[src/rtl/id_ex_skid_reg_pkg.sv]
// Shared definitions for the ID/EX pipeline register: ALU/shift encodings,
// control field widths and the skid-buffer occupancy states.
package id_ex_skid_reg_pkg;

  localparam int unsigned AluOpW = 3;
  localparam int unsigned ShiftW = 2;
  localparam int unsigned ShamtW = 5;

  typedef enum logic [AluOpW-1:0] {
    AluAdd = 3'b000,
    AluSub = 3'b001,
    AluAnd = 3'b010,
    AluOr  = 3'b011,
    AluXor = 3'b100,
    AluNor = 3'b101,
    AluSlt = 3'b110
  } alu_op_e;

  typedef enum logic [ShiftW-1:0] {
    ShNone = 2'b00,
    ShSrl  = 2'b01,
    ShSll  = 2'b10
  } shift_e;

  // Bit 0 is the main-entry valid, bit 1 the skid-entry valid.
  typedef enum logic [1:0] {
    StEmpty   = 2'b00,
    StLoaded  = 2'b01,
    StIllegal = 2'b10,
    StFull    = 2'b11
  } occ_e;

  // Packed payload width: pc, rs, rt, imm, src_imm, op, shift, shamt, reg_write, wb_addr.
  function automatic int unsigned payload_width(input int unsigned width,
                                                input int unsigned raddr_w);
    return 4 * width + 1 + AluOpW + ShiftW + ShamtW + 1 + raddr_w;
  endfunction

endpackage

[src/rtl/id_ex_skid_reg_payload.sv]
// Payload-wide register with load enable and synchronous clear on reset.
module id_ex_skid_reg_payload #(
  parameter int unsigned Width = 8
) (
  input  logic             clk,
  input  logic             resetn,
  input  logic             load,
  input  logic [Width-1:0] d,
  output logic [Width-1:0] q
);

  logic [Width-1:0] q_q;

  // Clear on reset, otherwise capture d when loaded.
  always_ff @(posedge clk) begin
    if (!resetn) begin
      q_q <= '0;
    end else if (load) begin
      q_q <= d;
    end
  end

  assign q = q_q;

endmodule

[src/rtl/id_ex_skid_reg.sv]
// ID/EX pipeline register with a one-entry skid buffer so in_ready is purely
// registered. The main entry drives the ALU; the skid entry absorbs one beat
// when EX stalls. Flush drops both entries.
module id_ex_skid_reg
  import id_ex_skid_reg_pkg::*;
#(
  parameter int unsigned WIDTH   = 32,
  parameter int unsigned RADDR_W = 5
) (
  input  logic               clk,
  input  logic               resetn,
  input  logic               flush,
  input  logic               in_valid,
  output logic               in_ready,
  input  logic [WIDTH-1:0]   in_pc,
  input  logic [WIDTH-1:0]   in_rs_val,
  input  logic [WIDTH-1:0]   in_rt_val,
  input  logic [WIDTH-1:0]   in_imm,
  input  logic               in_alu_src_imm,
  input  logic [2:0]         in_alu_op,
  input  logic [1:0]         in_shift,
  input  logic [4:0]         in_shamt,
  input  logic               in_reg_write,
  input  logic [RADDR_W-1:0] in_wb_addr,
  output logic               out_valid,
  input  logic               out_ready,
  output logic [WIDTH-1:0]   alu_a,
  output logic [WIDTH-1:0]   alu_b,
  output logic [2:0]         alu_op,
  output logic [1:0]         alu_shift,
  output logic [4:0]         alu_shamt,
  output logic [WIDTH-1:0]   out_pc,
  output logic [WIDTH-1:0]   out_rt_val,
  output logic               out_reg_write,
  output logic [RADDR_W-1:0] out_wb_addr
);

  localparam int unsigned PayloadW = payload_width(WIDTH, RADDR_W);

  occ_e state_q, state_d;
  logic main_valid, skid_valid;
  logic xfer_in, xfer_out;
  logic main_load, skid_load, main_from_skid;

  logic [PayloadW-1:0] in_payload, main_d, main_q, skid_q;

  logic [WIDTH-1:0]   m_pc, m_rs, m_rt, m_imm;
  logic               m_src_imm, m_reg_write;
  logic [2:0]         m_alu_op;
  logic [1:0]         m_shift;
  logic [4:0]         m_shamt;
  logic [RADDR_W-1:0] m_wb_addr;

  assign main_valid = state_q[0];
  assign skid_valid = state_q[1];
  assign in_ready   = ~skid_valid;
  assign out_valid  = main_valid;
  assign xfer_in    = in_valid & in_ready;
  assign xfer_out   = main_valid & out_ready;

  assign in_payload = {in_pc, in_rs_val, in_rt_val, in_imm, in_alu_src_imm, in_alu_op,
                       in_shift, in_shamt, in_reg_write, in_wb_addr};

  // Main refills from skid when draining FULL, otherwise from decode.
  assign main_d = main_from_skid ? skid_q : in_payload;

  // Occupancy register.
  always_ff @(posedge clk) begin
    if (!resetn) begin
      state_q <= StEmpty;
    end else begin
      state_q <= state_d;
    end
  end

  // Next occupancy and entry load strobes; flush drops everything incl. this beat.
  always_comb begin
    state_d        = state_q;
    main_load      = 1'b0;
    skid_load      = 1'b0;
    main_from_skid = 1'b0;
    if (flush) begin
      state_d = StEmpty;
    end else begin
      unique case (state_q)
        StEmpty: begin
          if (xfer_in) begin
            main_load = 1'b1;
            state_d   = StLoaded;
          end
        end
        StLoaded: begin
          if (xfer_in && xfer_out) begin
            main_load = 1'b1;
          end else if (xfer_out) begin
            state_d = StEmpty;
          end else if (xfer_in) begin
            skid_load = 1'b1;
            state_d   = StFull;
          end
        end
        StFull: begin
          if (xfer_out) begin
            main_load      = 1'b1;
            main_from_skid = 1'b1;
            state_d        = StLoaded;
          end
        end
        default: state_d = StEmpty;
      endcase
    end
  end

  id_ex_skid_reg_payload #(
    .Width (PayloadW)
  ) u_main (
    .clk    (clk),
    .resetn (resetn),
    .load   (main_load),
    .d      (main_d),
    .q      (main_q)
  );

  id_ex_skid_reg_payload #(
    .Width (PayloadW)
  ) u_skid (
    .clk    (clk),
    .resetn (resetn),
    .load   (skid_load),
    .d      (in_payload),
    .q      (skid_q)
  );

  assign {m_pc, m_rs, m_rt, m_imm, m_src_imm, m_alu_op, m_shift, m_shamt, m_reg_write,
          m_wb_addr} = main_q;

  assign alu_a         = m_rs;
  assign alu_b         = m_src_imm ? m_imm : m_rt;
  assign alu_op        = m_alu_op;
  assign alu_shift     = m_shift;
  assign alu_shamt     = m_shamt;
  assign out_pc        = m_pc;
  assign out_rt_val    = m_rt;
  assign out_reg_write = m_reg_write & main_valid;
  assign out_wb_addr   = m_wb_addr;

  // A skid entry without a main entry would break FIFO ordering.
  a_no_illegal_state : assert property (@(posedge clk) disable iff (!resetn)
                                        state_q != StIllegal);

endmodule

[config.mk]
export PLATFORM = sky130hd
export DESIGN_NAME = id_ex_skid_reg
export DESIGN_NICKNAME = d
export VERILOG_FILES = /design/src/rtl/id_ex_skid_reg_pkg.sv /design/src/rtl/id_ex_skid_reg_payload.sv /design/src/rtl/id_ex_skid_reg.sv
export SDC_FILE = /design/constraint.sdc
export NUM_CORES = 1
export LEC_CHECK = 0
export BUFFER_PORTS_ARGS = -buffer_cell sky130_fd_sc_hd__buf_2
export CAP_MARGIN = 10
export CELL_PAD_IN_SITES_DETAIL_PLACEMENT = 2
export CELL_PAD_IN_SITES_GLOBAL_PLACEMENT = 2
export CORE_MARGIN = 2
export CORE_UTILIZATION = 37
export CTS_BUF_LIST = sky130_fd_sc_hd__clkbuf_4
export DETAILED_ROUTE_END_ITERATION = 8
export HOLD_SLACK_MARGIN = 0.05
export PLACE_DENSITY_LB_ADDON = 0.1
export SKIP_CTS_REPAIR_TIMING = 1
export SLEW_MARGIN = 20
export SYNTH_ARGS = -nofsm -noshare
export SYNTH_HDL_FRONTEND = slang
export SYNTH_SLANG_ARGS = --single-unit
[constraint.sdc]
create_clock -name clk -period 3.4 [get_ports clk]
set_clock_uncertainty 0.15 [all_clocks]
set_input_delay 0.34 -clock clk [delete_from_list [all_inputs] [get_ports clk]]
set_output_delay 0.34 -clock clk [all_outputs]
set_load 0.02 [all_outputs]
==> run summary, run 1 <==
Status = completed
Synth Instances = 1467
Layout cells sized above 1 = 26.31%
Crit Reg-Reg Endpoint = u_skid.q[101]
CTS tree = built
FP Rows = 70
CP max FO = 50
Most common cell after layout, fill and taps aside = buf_2
CTS Root Cell = clkbuf_4
Layout Cells excl Fill = 2300
DR pass1 iterations = 4
Net Count, Synth = 1622
Hold Crit Start = in_valid
Maximum clock rate = 350.9 MHz
Pwr Total = 8.176 mW
Tightest Pin Transition = 993.9 ps
P_int = 5.845 mW
Placed cell area = 0.01459 mm²
Power Density = 476.7 mW/mm²
Final min period = 2850 ps
WHS Path Cells = 5
Die ar. = 0.03841 mm²
Util after Layout = 47.07%
Final GP Congestion = 0.7088
H-tree depth = 3
Met3 usage = 7.409%
Max cap viols = 0
Global-route wire length before repair = 66.18 mm
CTS Sinks = 292
Crit share post-route = 83.83%
Remaining Overflow, GRT = 0
GR peak layer = met2
Via density per instance = 5.156
Sequential share of power = 45.3%
Die Width = 196.0 µm
Crit-path slowest cell = dlygate4sd3_1
Clock Power Share = 40.4%
# nets final = 1926
Wire per inst = 19.83 µm
All-Layer GR Usage = 21.71%
Cell Chain, Critical Path = ha_1, and3b_1, and2_4, buf_12, nand2_1, a21boi_0, dlygate4sd3_1
PnR worst setup slack = 549.8 ps
Final wirelength = 45.60 mm
Area delta synth->final = 25.75%
Largest net degree at the start of global routing = 146
Worst setup SP type = register
Clock Path Buffers = 3
Synth Cell Area = 0.01364 mm²
Hold Path Class = in2reg
Crit Path Category = reg2reg
Most used DFF post-synth = dfxtp_1
CP endpoint kind = register
Final setup viols = 0
CP required = 3910 ps
Static Leak = 9.351 nW
FFs w/ async S/R, synth = 0%
Worst Reg2Reg Path Length in Cells = 7
R2R Setup Slk = 550 ps
Io pins = 296
Post-synth EDFFs = 0
DP Wirelength = 25.20 mm
Max stage delay on crit path = 560 ps
Most frequent cells in the layout = buf_2 (294), dfxtp_1 (291), nand2_1 (290), dlygate4sd3_1 (151), a21boi_0 (147)
Placed insts = 2002
Synth warnings = 0
Crit. Startpoint = state_q[0]
Placement Setup Slack = 879.0 ps
RSZ-0062 raised after global routing = false
PortBufs = 295
Slew Viols, Final = 0
Max VDD drop = 226.2 µV
Max_slew headroom = 33.74%
Iteration-0 DRC Markers = 374
Core box area = 0.03643 mm²
Distinct cell type count after synthesis = 26
Met2 track demand over resource = 35.82%
Number of synthesized register bits = 292
DRC Markers = 0
Worst hold endpoint = state_q[1]
Die height = 196.0 µm
Clk slew on worst S/H paths = 60 ps
Met1 usage = 26.53%
Final non-filler cell area = 0.01715 mm²
Number of buffers created by CTS = 84
WHS = 199.0 ps
Syn_area_per_cell = 9.297 µm²
Switching Fraction = 28.51%
Critical Path AT = 3360 ps
Sequential share of the synthesized area = 42.86%
Setup_tns = 0 ps
Comb power frac = 14.3%
Vias in the first global route = 11950
Total number of vias = 11860
Worst R2R Start = state_q[0]
Starting Density = 37.43%
Hold Vio Cnt, Final = 0
Worst-Skew Late Latency = 740 ps
Psw = 2.331 mW
Post-DRT Antenna Nets = 0
Initial antenna violation count = 5
==> logic make-up (layout without fill, tap and decap cells) <==
kind of cell / count (synthesis) / after routing / share of synthesized area (%)
simple gates: 447 / 447 / 13.86
compound gates: 299 / 299 / 19.11
flops: 292 / 292 / 42.86
buf+inv: 246 / 607 / 10.34
mux: 178 / 178 / 13.37
fa+ha+maj: 5 / 5 / 0.4587
other cells: 0 / 4 / 0
==> synthesized netlist by cell type, types with 2 or more instances <==
master / n / share of area [%]
nand3_1: 145 / 5.3
a21oi_1: 2 / 0.073
ha_1: 5 / 0.46
nor2b_1: 2 / 0.092
clkbuf_1: 75 / 2.1
buf_4: 111 / 6.1
dfxtp_1: 292 / 43
o21ai_0: 2 / 0.073
inv_1: 3 / 0.083
buf_6: 6 / 0.50
nand2_1: 291 / 8.0
mux2_2: 33 / 2.7
o211a_1: 145 / 11
a21boi_0: 147 / 8.1
and2_1: 4 / 0.18
buf_1: 31 / 0.85
buf_2: 20 / 0.73
mux2i_1: 145 / 11
==> per-layer routing <==
| metal | wire, µm | vias to the layer above |
|---|---|---|
| li1 | - | 5658 |
| met1 | 20040 | 5856 |
| met2 | 22380 | 272 |
| met3 | 2295 | 70 |
| met4 | 865 | 2 |
| met5 | 13 | - |
==> power by group through the flow <==
stage / combinational, mW / clock (mW) / sequential, mW
2_1_floorplan: 0.784 / 0 / 3.72
3_3_place_gp: 1.01 / 0 / 3.77
3_5_place_dp: 1.03 / 0 / 3.78
4_1_cts: 1.03 / 3.43 / 3.70
5_1_grt: 1.27 / 3.64 / 3.72
6_report: 1.17 / 3.30 / 3.70
==> sequential cells by signal, summed over array words and instances (netlist names) <==
signal / count
u_main.q: 145
u_skid.q: 145
state_q: 2
==> cell type report <==
type	instances	area, µm²
fill	3942	19280
multi-input combinational	929	6414
sequential	292	5847
timing repair buffer	461	3247
clock buffer	126	945.9
tap	468	585.6
clock inverter	17	90.09
inverter	3	11.26
antenna	4	10.01
==> worst max-delay path by stage <==
stage | end | slack [ps] | cells past startpoint
after global placement | u_main.q[72] | 980 | 6
after detailed placement | u_main.q[61] | 880 | 7
after floorplan | u_main.q[100] | 1090 | 10
final | u_skid.q[101] | 550 | 7
after global routing | u_skid.q[101] | 320 | 7
after CTS | alu_b[27] | 430 | 2
==> critical path: cells and delay by family, from the launching register on <==
kind / cells / cell delay [ps]
adder cells (fa/ha/maj): 1 / 220
AND/OR/NAND/NOR: 3 / 880
flip-flops: 1 / 500
AO/OA/AOI/OAI: 1 / 150
buffers and inverters: 2 / 880
Power figures use the tool's default switching activity.
==> inputs of run 2 (changes only) <==
--- a/config.mk
+++ b/config.mk
@@ -10,7 +10,7 @@
 export CELL_PAD_IN_SITES_DETAIL_PLACEMENT = 2
 export CELL_PAD_IN_SITES_GLOBAL_PLACEMENT = 2
 export CORE_MARGIN = 2
-export CORE_UTILIZATION = 37
+export CORE_UTILIZATION = 31
 export CTS_BUF_LIST = sky130_fd_sc_hd__clkbuf_4
 export DETAILED_ROUTE_END_ITERATION = 8
 export HOLD_SLACK_MARGIN = 0.05
==> constraint.sdc (replaced) <==
create_clock -name clk -period 2.4 [get_ports clk]
set_clock_uncertainty 0.15 [all_clocks]
set_input_delay 0.24 -clock clk [delete_from_list [all_inputs] [get_ports clk]]
set_output_delay 0.24 -clock clk [all_outputs]
set_load 0.02 [all_outputs]
==> run 2 against run 1 <==
  * Clock-buffer cell count grew 13
  * Largest cell class unchanged
  * Cell count grew 7.6%
  * Critical path depth decreased by 4
  * Worst hold slack got worse by 110 ps
==> run summary, run 2 (synthesized netlist as in run 1, its figures left out) <==
Status = completed
H-tree depth = 3 (unchanged)
RSZ-0062 raised after global routing = true
Final non-filler cell area = 0.01825 mm² (+6.4%)
Hold Vio Cnt, Final = 0 (unchanged)
Worst-Skew Late Latency = 810 ps (+70 ps)
Clock Path Buffers = 3 (unchanged)
CTS Sinks = 292 (unchanged)
Starting Density = 31.52% (-5.9 points)
DP Wirelength = 28.23 mm (+12%)
CP endpoint kind = output port
PnR worst setup slack = 70.66 ps (-479.1 ps)
Die height = 213.7 µm (+9.1%)
Vias in the first global route = 12350 (+3.3%)
# nets final = 1973 (+2.4%)
Max VDD drop = 356.1 µV (+57%)
Slew Viols, Final = 0 (unchanged)
Tightest Pin Transition = 574.9 ps (-419.0 ps)
Post-DRT Antenna Nets = 0 (unchanged)
Crit share post-route = 97.06%
Die ar. = 0.04569 mm² (+19%)
Filler cells = 4727 (+20%)
Hold Path Class = in2reg
Io pins = 296 (unchanged)
CTS tree = built
Seq. cell area = 0.005854 mm² (+0.13%)
Maximum clock rate = 429.3 MHz
Final min period = 2329 ps
PortBufs = 295 (unchanged)
WHS = 92.05 ps (-106.9 ps)
Core box area = 0.04327 mm² (+19%)
Met1 usage = 23.97% (-2.6 points)
Power Density = 674.9 mW/mm² (+42%)
Crit Path Category = reg2out
Worst setup SP type = register
DR pass1 iterations = 7 (+3)
Pwr Total = 12.31 mW (+51%)
Max cap viols = 0 (unchanged)
Iteration-0 DRC Markers = 430 (+15%)
Remaining Overflow, GRT = 0 (unchanged)
Final setup viols = 0 (unchanged)
All-Layer GR Usage = 19.68% (-2.0 points)
Area delta synth->final = 33.80%
Placed cell area = 0.01507 mm² (+3.3%)
Wire per inst = 20.03 µm (+1.0%)
Largest net degree at the start of global routing = 84 (-42%)
Placement Setup Slack = 52.58 ps (-826.4 ps)
Clk slew on worst S/H paths = 60 ps (about the same)
Final wirelength = 49.56 mm (+8.7%)
Layout cells sized above 1 = 27.73% (+1.4 points)
Die Width = 213.7 µm (+9.1%)
Initial antenna violation count = 10 (+5)
FP Rows = 76 (+8.6%)
Total number of vias = 12150 (+2.4%)
Critical Path AT = 1940 ps (-1420 ps)
Final GP Congestion = 0.7294 (+2.9%)
Most common cell after layout, fill and taps aside = nand2_1
GR peak layer = met2
CP max FO = 9 (-82%)
CP required = 2010 ps (-1900 ps)
Met3 usage = 6.869% (-0.54 points)
Multi-input logic area = 0.006477 mm² (+0.99%)
Most frequent cells in the layout = nand2_1 (290), dfxtp_1 (289), buf_2 (274), dlygate4sd3_1 (166), a21boi_0 (147)
Static Leak = 9.762 nW (+4.4%)
DRC Markers = 0 (unchanged)
Met2 track demand over resource = 32.78% (-3.0 points)
Number of buffers created by CTS = 91 (+8.3%)
CTS Root Cell = clkbuf_4
Global-route wire length before repair = 69.32 mm (+4.7%)
Max_slew headroom = 61.68% (+28 points)
Via density per instance = 4.909 (-4.8%)
R2R Setup Slk = 120 ps (-430 ps)
-- run 2: changes by cell type in the layout (fill, tap and decap cells not counted), sizes merged --
cell | before | now
buf | 309 | 330
bufinv | 1 | 3
clkbuf | 127 | 144
clkinv | 12 | 11
diode | 4 | 10
dlygate4sd3 | 151 | 166
inv | 7 | 4
-- run 2: worst max-delay path, stage by stage (launching register included) --
cell and delay, ps:
dfxtp_4 430, buf_12 180, mux2_2 360, buf_2 170
-- run 2: routing by layer --
metal  up-vias  part of all wire [%]
met1      6039                    45
met5         -                 0.026
met3        63                   5.2
li1       5772                     -
met2       270                    48
met4         2                   1.5
-- run 2: layout make-up --
type	count	area share [%]
clock buffers	139	5.719
flip-flops and latches	292	32.08
multi-input cells	929	35.50
repair buffers	501	21.74
clock inverters	15	0.7474
inverters	3	0.06171
diodes	10	0.1371
well taps	585	4.011
-- run 2: path summary, 6_finish.rpt --
kind,startpoint,end,cells past startpoint
hold reg to reg,u_skid.q[53],u_skid.q[53],2
hold / removal,in_rs_val[24],u_skid.q[105],4
setup / recovery,u_main.q[16],alu_b[30],3
setup reg to reg,state_q[1],u_main.q[25],7
-- run 2: power breakdown --
group | internal, mW | total, mW | switching (mW) | leakage (nW)
Combinational | 0.851 | 1.87 | 1.01 | 6.67
Sequential | 5.08 | 5.23 | 0.157 | 2.38
Clock | 2.92 | 5.22 | 2.30 | 0.706
Total | 8.84 | 12.3 | 3.47 | 9.76
-- run 2: metrics by stage --
stage	utilization (%)	instances	setup TNS, ps
after floorplan	-	1467	0
after detailed placement	34.83	2138	0
after global placement	34.83	2138	0
final	42.17	2474	0
after CTS	37.56	2292	-470.9
after global routing	42.16	2471	-577.6
